$ cat config.mk
export PLATFORM = sky130hd
export DESIGN_NAME = mem_stage
export DESIGN_NICKNAME = d
export VERILOG_FILES = /design/src/rtl/pipeline_pkg.sv /design/src/rtl/buffer.sv /design/src/rtl/mem_stage.sv
export SDC_FILE = /design/constraint.sdc
export NUM_CORES = 1
export LEC_CHECK = 0
export CAP_MARGIN = 25
export CORE_MARGIN = 3
export CORE_UTILIZATION = 43
export CTS_CLUSTER_DIAMETER = 50
export DETAILED_ROUTE_END_ITERATION = 10
export PLACE_DENSITY_LB_ADDON = 0.2
export SLEW_MARGIN = 0
export SYNTH_ARGS = -nofsm -noshare
export SYNTH_HDL_FRONTEND = slang
export SYNTH_HIERARCHICAL = 1
export SYNTH_SLANG_ARGS = --single-unit
$ cat constraint.sdc
create_clock -name clk -period 2.4 [get_ports clk]
set_clock_uncertainty 0.15 [all_clocks]
set_input_delay 0.72 -clock clk [delete_from_list [all_inputs] [get_ports clk]]
set_output_delay 0.72 -clock clk [all_outputs]
set_load 0.005 [all_outputs]
$ cat src/rtl/pipeline_pkg.sv
// Shared pipeline definitions: EX/MEM and MEM/WB field offsets and the MEM-stage FSM state type.
package pipeline_pkg;

   localparam int unsigned REG_IDX_W = 4;

   // EX/MEM field offsets relative to the top of rd3 (absolute bit = N + offset)
   localparam int unsigned EX_RC_REL   = 0;
   localparam int unsigned EX_RB_REL   = 4;
   localparam int unsigned EX_RA_REL   = 8;
   localparam int unsigned EX_RW_REL   = 12;
   localparam int unsigned EX_MTR_REL  = 13;
   localparam int unsigned EX_MW_REL   = 14;
   localparam int unsigned EX_BR_REL   = 15;
   localparam int unsigned EX_NEG_REL  = 16;
   localparam int unsigned EX_ZERO_REL = 17;
   localparam int unsigned EX_ALU_REL  = 18;

   // MEM/WB field offsets from bit 0 (rdataSel sits at N + WB_ALU_OFF)
   localparam int unsigned WB_RA_OFF   = 0;
   localparam int unsigned WB_RW_OFF   = 4;
   localparam int unsigned WB_MTR_OFF  = 5;
   localparam int unsigned WB_ALU_OFF  = 6;

   typedef enum logic [1:0] {
      ST_IDLE = 2'd0,
      ST_WAIT = 2'd1,
      ST_HOLD = 2'd2
   } mem_state_e;

endpackage

$ cat src/rtl/buffer.sv
// Generic enabled pipeline register with synchronous active-high reset.
module buffer #(
   parameter int unsigned Buffer_size = 70
) (
   input  logic                   clk,
   input  logic                   rst,
   input  logic                   en,
   input  logic [Buffer_size-1:0] i_d,
   output logic [Buffer_size-1:0] o_q
);

   logic [Buffer_size-1:0] r_q;

   always_ff @(posedge clk) begin
      if (rst)     r_q <= '0;
      else if (en) r_q <= i_d;
   end

   assign o_q = r_q;

endmodule

$ cat src/rtl/mem_stage.sv
// Pipeline MEM stage: data-memory req/ack access with timeout, branch resolve, MEM/WB register.
module mem_stage
   import pipeline_pkg::*;
#(
   parameter int unsigned N       = 32,
   parameter int unsigned BW_IN   = 2*N + 18,
   parameter int unsigned BW_OUT  = 2*N + 6,
   parameter int unsigned TIMEOUT = 15
) (
   input  logic              clk,
   input  logic              rst,
   input  logic              en,
   input  logic [BW_IN-1:0]  exMemIn,
   input  logic [N-1:0]      memRdata,
   input  logic              memAck,
   output logic              memReq,
   output logic              memWe,
   output logic [N-1:0]      memAddr,
   output logic [N-1:0]      memWdata,
   output logic              memBusy,
   output logic [N-1:0]      aluOutFwd,
   output logic              branchTaken,
   output logic [N-1:0]      branchTarget,
   output logic              memErr,
   output logic [BW_OUT-1:0] bufferOut
);

   localparam int unsigned CNT_W = $clog2(TIMEOUT + 1);

   logic [N-1:0]         w_alu;
   logic [N-1:0]         w_rd3;
   logic [REG_IDX_W-1:0] w_ra;
   logic                 w_zero, w_br, w_mw, w_mtr, w_rw, w_need_mem;
   logic                 w_unused_fields;

   assign w_alu      = exMemIn[N+EX_ALU_REL +: N];
   assign w_zero     = exMemIn[N+EX_ZERO_REL];
   assign w_br       = exMemIn[N+EX_BR_REL];
   assign w_mw       = exMemIn[N+EX_MW_REL];
   assign w_mtr      = exMemIn[N+EX_MTR_REL];
   assign w_rw       = exMemIn[N+EX_RW_REL];
   assign w_ra       = exMemIn[N+EX_RA_REL +: REG_IDX_W];
   assign w_rd3      = exMemIn[N-1:0];
   assign w_need_mem = w_mw | w_mtr;
   assign w_unused_fields = ^{exMemIn[N+EX_NEG_REL], exMemIn[N+EX_RB_REL +: REG_IDX_W],
                              exMemIn[N+EX_RC_REL +: REG_IDX_W]};

   assign aluOutFwd    = w_alu;
   assign branchTarget = w_alu;
   assign branchTaken  = w_br & w_zero;

   mem_state_e       r_state, w_next;
   logic [CNT_W-1:0] r_cnt;
   logic [N-1:0]     r_rdata, r_addr, r_wdata, w_rdata_sel;
   logic             r_req, r_we, r_err;
   logic             w_issue, w_ack_hit, w_timeout, w_cnt_max, w_busy;

   assign w_cnt_max = (r_cnt == CNT_W'(TIMEOUT));

   // Next state, access events, busy and the rdata selected into MEM/WB
   always_comb begin
      w_next      = r_state;
      w_issue     = 1'b0;
      w_ack_hit   = 1'b0;
      w_timeout   = 1'b0;
      w_busy      = 1'b0;
      w_rdata_sel = '0;
      case (r_state)
         ST_IDLE: begin
            w_busy = w_need_mem;
            if (w_need_mem && en) begin
               w_issue = 1'b1;
               w_next  = ST_WAIT;
            end
         end
         ST_WAIT: begin
            if (memAck) begin
               w_ack_hit   = 1'b1;
               w_rdata_sel = w_mtr ? memRdata : '0;
               w_next      = en ? ST_IDLE : ST_HOLD;
            end else if (w_cnt_max) begin
               w_timeout = 1'b1;
               w_next    = en ? ST_IDLE : ST_HOLD;
            end else begin
               w_busy = 1'b1;
            end
         end
         ST_HOLD: begin
            w_rdata_sel = r_rdata;
            if (en) w_next = ST_IDLE;
         end
         default: w_next = ST_IDLE;
      endcase
   end

   // State, request interface, wait counter, captured rdata and sticky error
   always_ff @(posedge clk) begin
      if (rst) begin
         r_state <= ST_IDLE;
         r_req   <= 1'b0;
         r_we    <= 1'b0;
         r_addr  <= '0;
         r_wdata <= '0;
         r_cnt   <= '0;
         r_rdata <= '0;
         r_err   <= 1'b0;
      end else begin
         r_state <= w_next;
         r_req   <= (w_next == ST_WAIT);
         if (w_issue) begin
            r_addr  <= w_alu;
            r_wdata <= w_rd3;
            r_we    <= w_mw;
            r_cnt   <= '0;
         end else if (w_next != ST_WAIT) begin
            r_we <= 1'b0;
         end
         if (r_state == ST_WAIT && !memAck && !w_cnt_max) r_cnt <= r_cnt + CNT_W'(1);
         if (w_ack_hit) r_rdata <= w_rdata_sel;
         else if (w_timeout) begin
            r_rdata <= '0;
            r_err   <= 1'b1;
         end
      end
   end

   assign memReq   = r_req;
   assign memWe    = r_we;
   assign memAddr  = r_addr;
   assign memWdata = r_wdata;
   assign memErr   = r_err;
   assign memBusy  = w_busy;

   buffer #(.Buffer_size(BW_OUT)) u_mem_wb (
      .clk (clk),
      .rst (rst),
      .en  (en & ~w_busy),
      .i_d ({w_rdata_sel, w_alu, w_mtr, w_rw, w_ra}),
      .o_q (bufferOut)
   );

endmodule

Word-level counts from Yosys, hierarchy flattened --
Cells that the tools add are included.
Word-level totals: flip-flop bits (word level) 175, input bits 118, output and inout port bits 203, logic and storage cells 55
Cells by class: mux-type cells 25, bitwise operators 5, add/sub/neg operators 1, eq/ne operators 5, reduce and logical (&&, ||, !) cells 10
Operators with widths (number):
- 2-to-1 mux 32 bit | 4
- case mux 32 bit (2 select lines) | 1
- 2-to-1 mux 1 bit | 11
- 2-to-1 mux 2 bit | 5
- 2-to-1 mux 4 bit | 2
- case mux 2 bit (3 select lines) | 1
- nonzero test 2 bit | 3
- adder 4 x 1 -> 4 bit (second input constant) | 1
- == test 2 x 1 -> 1 bit (second input constant) | 2
- == test 4 bit (second input constant) | 1
- logical AND 1 bit | 3
- bitwise AND 1 bit | 2
- == test 2 bit (second input constant) | 1
- zero test 1 bit | 2
- zero test 2 bit | 1
- != test 2 x 1 -> 1 bit (second input constant) | 1
- inverter 1 bit | 2
- case mux 1 bit (2 select lines) | 1
- AND reduction 2 bit | 1
- bitwise OR 1 bit | 1

Depth between registers and ports, before layout --
depth after elaboration 7, mapped depth 11, mapped depth without buffers 8

By module --
The synthesis kept the hierarchy.
Modules (own cells, without submodules):
- mem_stage | area an instance 5016.1 um^2, cells each 627, sequential area each 2102.0 um^2, instances 1
- buffer | area an instance 2512.4 um^2, cells each 226, sequential area each 1401.3 um^2, instances 1

Least setup slack after synthesis --
No wires, ideal clock.
path type input to register, start in memAck, end reg u_mem_wb.r_q[0], in the netlist u_mem_wb/o_q[0], stages 9, data arrival time 1.919 ns, data required time 2.122 ns, setup time 0.128 ns, slack 0.203 ns, path buffers 3, cells stage by stage buf_2 > and2b_1 > nand2_1 > nand2_1 > nor2_1 > buf_6 > buf_8 > mux2i_1 > nor2_1
On the way: longest elaborated chain between the ends 4
Ends and longest elaborated chain:
- start, declared | line mem_stage.sv:15 | input logic memAck,
- 2-to-1 mux 1 bit | line mem_stage.sv:77 | if (memAck) begin
- case mux 1 bit (2 select lines) | line mem_stage.sv:68 | case (r_state)
- via memBusy | line mem_stage.sv:20 | output logic memBusy,
- inverter 1 bit | line mem_stage.sv:137 | .en (en & ~w_busy),
- bitwise AND 1 bit | line mem_stage.sv:137
- end signal, assigned | line buffer.sv:16 | else if (en) r_q <= i_d;
- end, declared | line buffer.sv:12 | logic [Buffer_size-1:0] r_q;
The timed path passes the listed nets, and every way through them passes these cells. A chain may end at the register's enable or synchronous reset.

Worst setup path after layout --
start in exMemIn[47], end out branchTaken
On the way: longest elaborated chain between the ends 1
Ends and longest elaborated chain:
- start, declared | line mem_stage.sv:13 | input logic [BW_IN-1:0] exMemIn,
- bitwise AND 1 bit | line mem_stage.sv:50 | assign branchTaken = w_br & w_zero;
- end, declared | line mem_stage.sv:22 | output logic branchTaken,
Every way passes these cells.

==> impl_results.md <==
* GR Util All Layers at 0.228
* Antenna diodes at 0
* Initial antenna violation count at 0
* Setup Crit Path Kind: input port to output pin
* Seq cells post-synth at 175
* Status: completed
* Worst setup margin at between 0.02 and 0.025 ns
* Hold endpoint: memAddr[17]
* Crit path DAT at around 1.5 ns
* Flop pwr share at 0.427
* Post-route ant nets at 0
* Tmin final at ~2.4 ns
* Vias in the first global route at 6,724
* Comb power frac at 0.179
* R2r setup slk at 0.34 ns
* Hold WC Path Type: register to register
* Post-synthesis sequential area ratio at 0.465
* Fin. Hold Viols at 0
* Place WS at -0.605 ns
* Area share of the largest cell type after synthesis at 0.465
* Post-synthesis area per instance at roughly 8.8 um2
* Fillers at between 1,000 and 1,500
* Pint at between 5000 and 6000 uW
* Syn Std Cell Area at around 7500 um2
* Synth warn at 6
* Global route overflow at 0
* Final instance area at about 11,000 um2
* Worst R2R End: u_mem_wb/o_q[21]
* Setup-failing EPs final at 0
* Relative slew slack at 0.718
* Clk Latency, worst-skew pair at 0.42 ns
* Num rows at between 40 and 50
* RSZ-0062 raised after global routing: no
* CTS HTree Levels at 4
* # Post-CTS Setup Buffers at 0
* Die width at around 140 um
* Initial core utilization at 0.446
* DRC at 0
* Clk sinks at approximately 180
* Sw Ratio at 0.254
* Final worst path period share at 0.990
* I/O pin cnt at about 320
* WP data required at 1.53 ns
* FF-to-FF Start: r_cnt[0]
* GR Util met3 at 0.0787
* DR iter-0 viols at between 300 and 400
* Largest net degree at the start of global routing at 69
* Multi-input logic area at roughly 3100 um2
* Least-Margin Pin Slew at between 0.4 and 0.5 ns
* Mapped Cells at between 800 and 900
* F_max at 421 MHz
* Detailed Place HPWL at 15.8 mm
* Total CTS buffers at 17
* R2R depth at 9
* Critical Path Sink Type: output pin
* Routed via count at between 6,000 and 7,000
* FF/Latch Area at between 3000 and 4000 um2
* Via/cell ratio at 4.98
* Clk network pwr share at 0.394
* Worst-case clock buffer depth at 2
* Fin. max-slew vios at 0
* Switching power total at between 1500 and 2000 uW
* Biggest area consumer among synthesized cells: dfxtp_1
* Pwr Density at about 650 nW/um2
* Clk root buf: clkbuf_16
* Pre-antenna DRT Iters at 5
* Clock-pin slew on the worst setup and hold paths at ~0.060 ns
* Pleak at about 0.0042 uW
* GPL Wtd Cong at a little under 0.8
* CP startpoint kind: input port
* Overall die area at between 15,000 and 20,000 um2
* Post-cts hold buffer count at 0
* Synth area leaders: dfxtp_1 47%, mux2i_1 9.3%, nand2_1 8.2%
* Final wirelength at approximately 22 mm
* Most frequent cells in the layout: 243 x clkdlybuf4s50_1, 175 x dfxtp_1, 162 x nand2_1
* Commonest non-fill, non-tap cell in the layout: clkdlybuf4s50_1
* CTS tree: done
* I/O Buffers at 311
* Die H at about 140 um
* Routing usage on met1 at 0.275
* Core area at roughly 17,000 um2
* DR WL/cell at ~17 um
* Syn_nets at 976
* Cell variety after synth at 38
* Max_cap viols at 0
* Global-route wire length before repair at approximately 36 mm
* Layout cells sized above 1 at 0.115
* DP Area at 10,600 um2
* GR Util met2 at 0.386
* HP Start: memAddr[17]
* Crit-path max FO at 1
* Fin nets at 1,239
* GRT busiest layer: met2
* P&R area growth vs syn at 48.6%
* WHS Path Cells at 2
* IR Drop Worst-Case VDD at 0.462 mV
## state kept, by name (all words and copies together), names as in the netlist, 2 cells and up
| signal | flops |
|---|---|
| r_rdata | 32 |
| memWdata | 32 |
| u_mem_wb/o_q | 70 |
| r_cnt | 4 |
| r_state | 2 |
| memAddr | 32 |
## timing repair
item,in CTS,in global routing
pin swaps,2,2
resized for setup,68,15
gates cloned,0,0
endpoints found under the setup margin,67,14
## metrics by stage
step / instances / TNS [ns] / hold WS (ns) / util / power [uW]
detailed placement: 1317 / -52.36 / 0.296 / 0.630 / 4490
CTS: 1349 / -0.0791 / 0.304 / 0.662 / 7310
global placement: 1317 / -51.66 / 0.290 / 0.630 / 4490
global route: 1349 / 0 / 0.320 / 0.663 / 7520
floorplan: 853 / 0 / 0.303 / - / 3790
finish: 1349 / 0 / 0.303 / 0.663 / 7230
## cell type report
class	count	area share
sequential	175	0.313
tap	220	0.0246
inverter	4	0.00134
multi-input combinational	543	0.281
timing repair buffer	375	0.326
clock buffer	19	0.0396
clock inverter	13	0.0143
## cell families (layout without fill, tap and decap cells)
group | after synthesis | count (layout) | share of synthesized area
simple gates | 320 | 320 | 0.176
flops | 175 | 175 | 0.465
compound gates | 148 | 148 | 0.137
buf+inv | 135 | 411 | 0.120
mux | 70 | 70 | 0.0931
fa+ha+maj | 5 | 5 | 0.00831
## how the worst max path moves through the flow
stage,start,end,slack [ns],cells past startpoint
CTS,exMemIn[45],memBusy,-0.08,4
detailed placement,memAck,memBusy,-0.61,5
global route,exMemIn[50],branchTarget[0],0.0009,2
finish,exMemIn[47],branchTaken,0.02,3
global placement,memAck,memBusy,-0.63,5
floorplan,memAck,u_mem_wb/o_q[0],0.20,9
## critical path, cell delays in order
cell	delay, ns
clkdlybuf4s50_1	0.39
and2_1	0.14
dlygate4sd2_1	0.25
## per-layer routing
metal,up-vias,wire [um]
li1,3327,-
met1,3132,9290
met5,-,0
met4,0,403
met2,239,11000
met3,26,1620
## cells in the mapped netlist (all sizes together)
library cell / number
a211oi: 2
a21boi: 32
a21oi: 72
a22oi: 32
a2bb2oi: 1
a32o: 1
and2: 3
and2b: 1
and3: 1
buf: 108
clkbuf: 23
dfxtp: 175
ha: 5
inv: 4
mux2i: 70
nand2: 164
nand2b: 1
nand3: 3
nand3b: 1
nand4: 32
nor2: 111
nor3: 2
o211a: 1
o211ai: 1
o21a: 1
o21ai: 4
o221ai: 1
or3b: 1
## power by group through the flow
| stage | combinational, uW | sequential [uW] | clock (uW) |
|---|---|---|---|
| after floorplan | 629 | 3160 | 0 |
| after global placement | 1340 | 3150 | 0 |
| after detailed placement | 1340 | 3150 | 0 |
| after CTS | 1310 | 3090 | 2910 |
| after global routing | 1390 | 3100 | 3030 |
| final | 1290 | 3090 | 2850 |
Power figures use the tool's default switching activity.
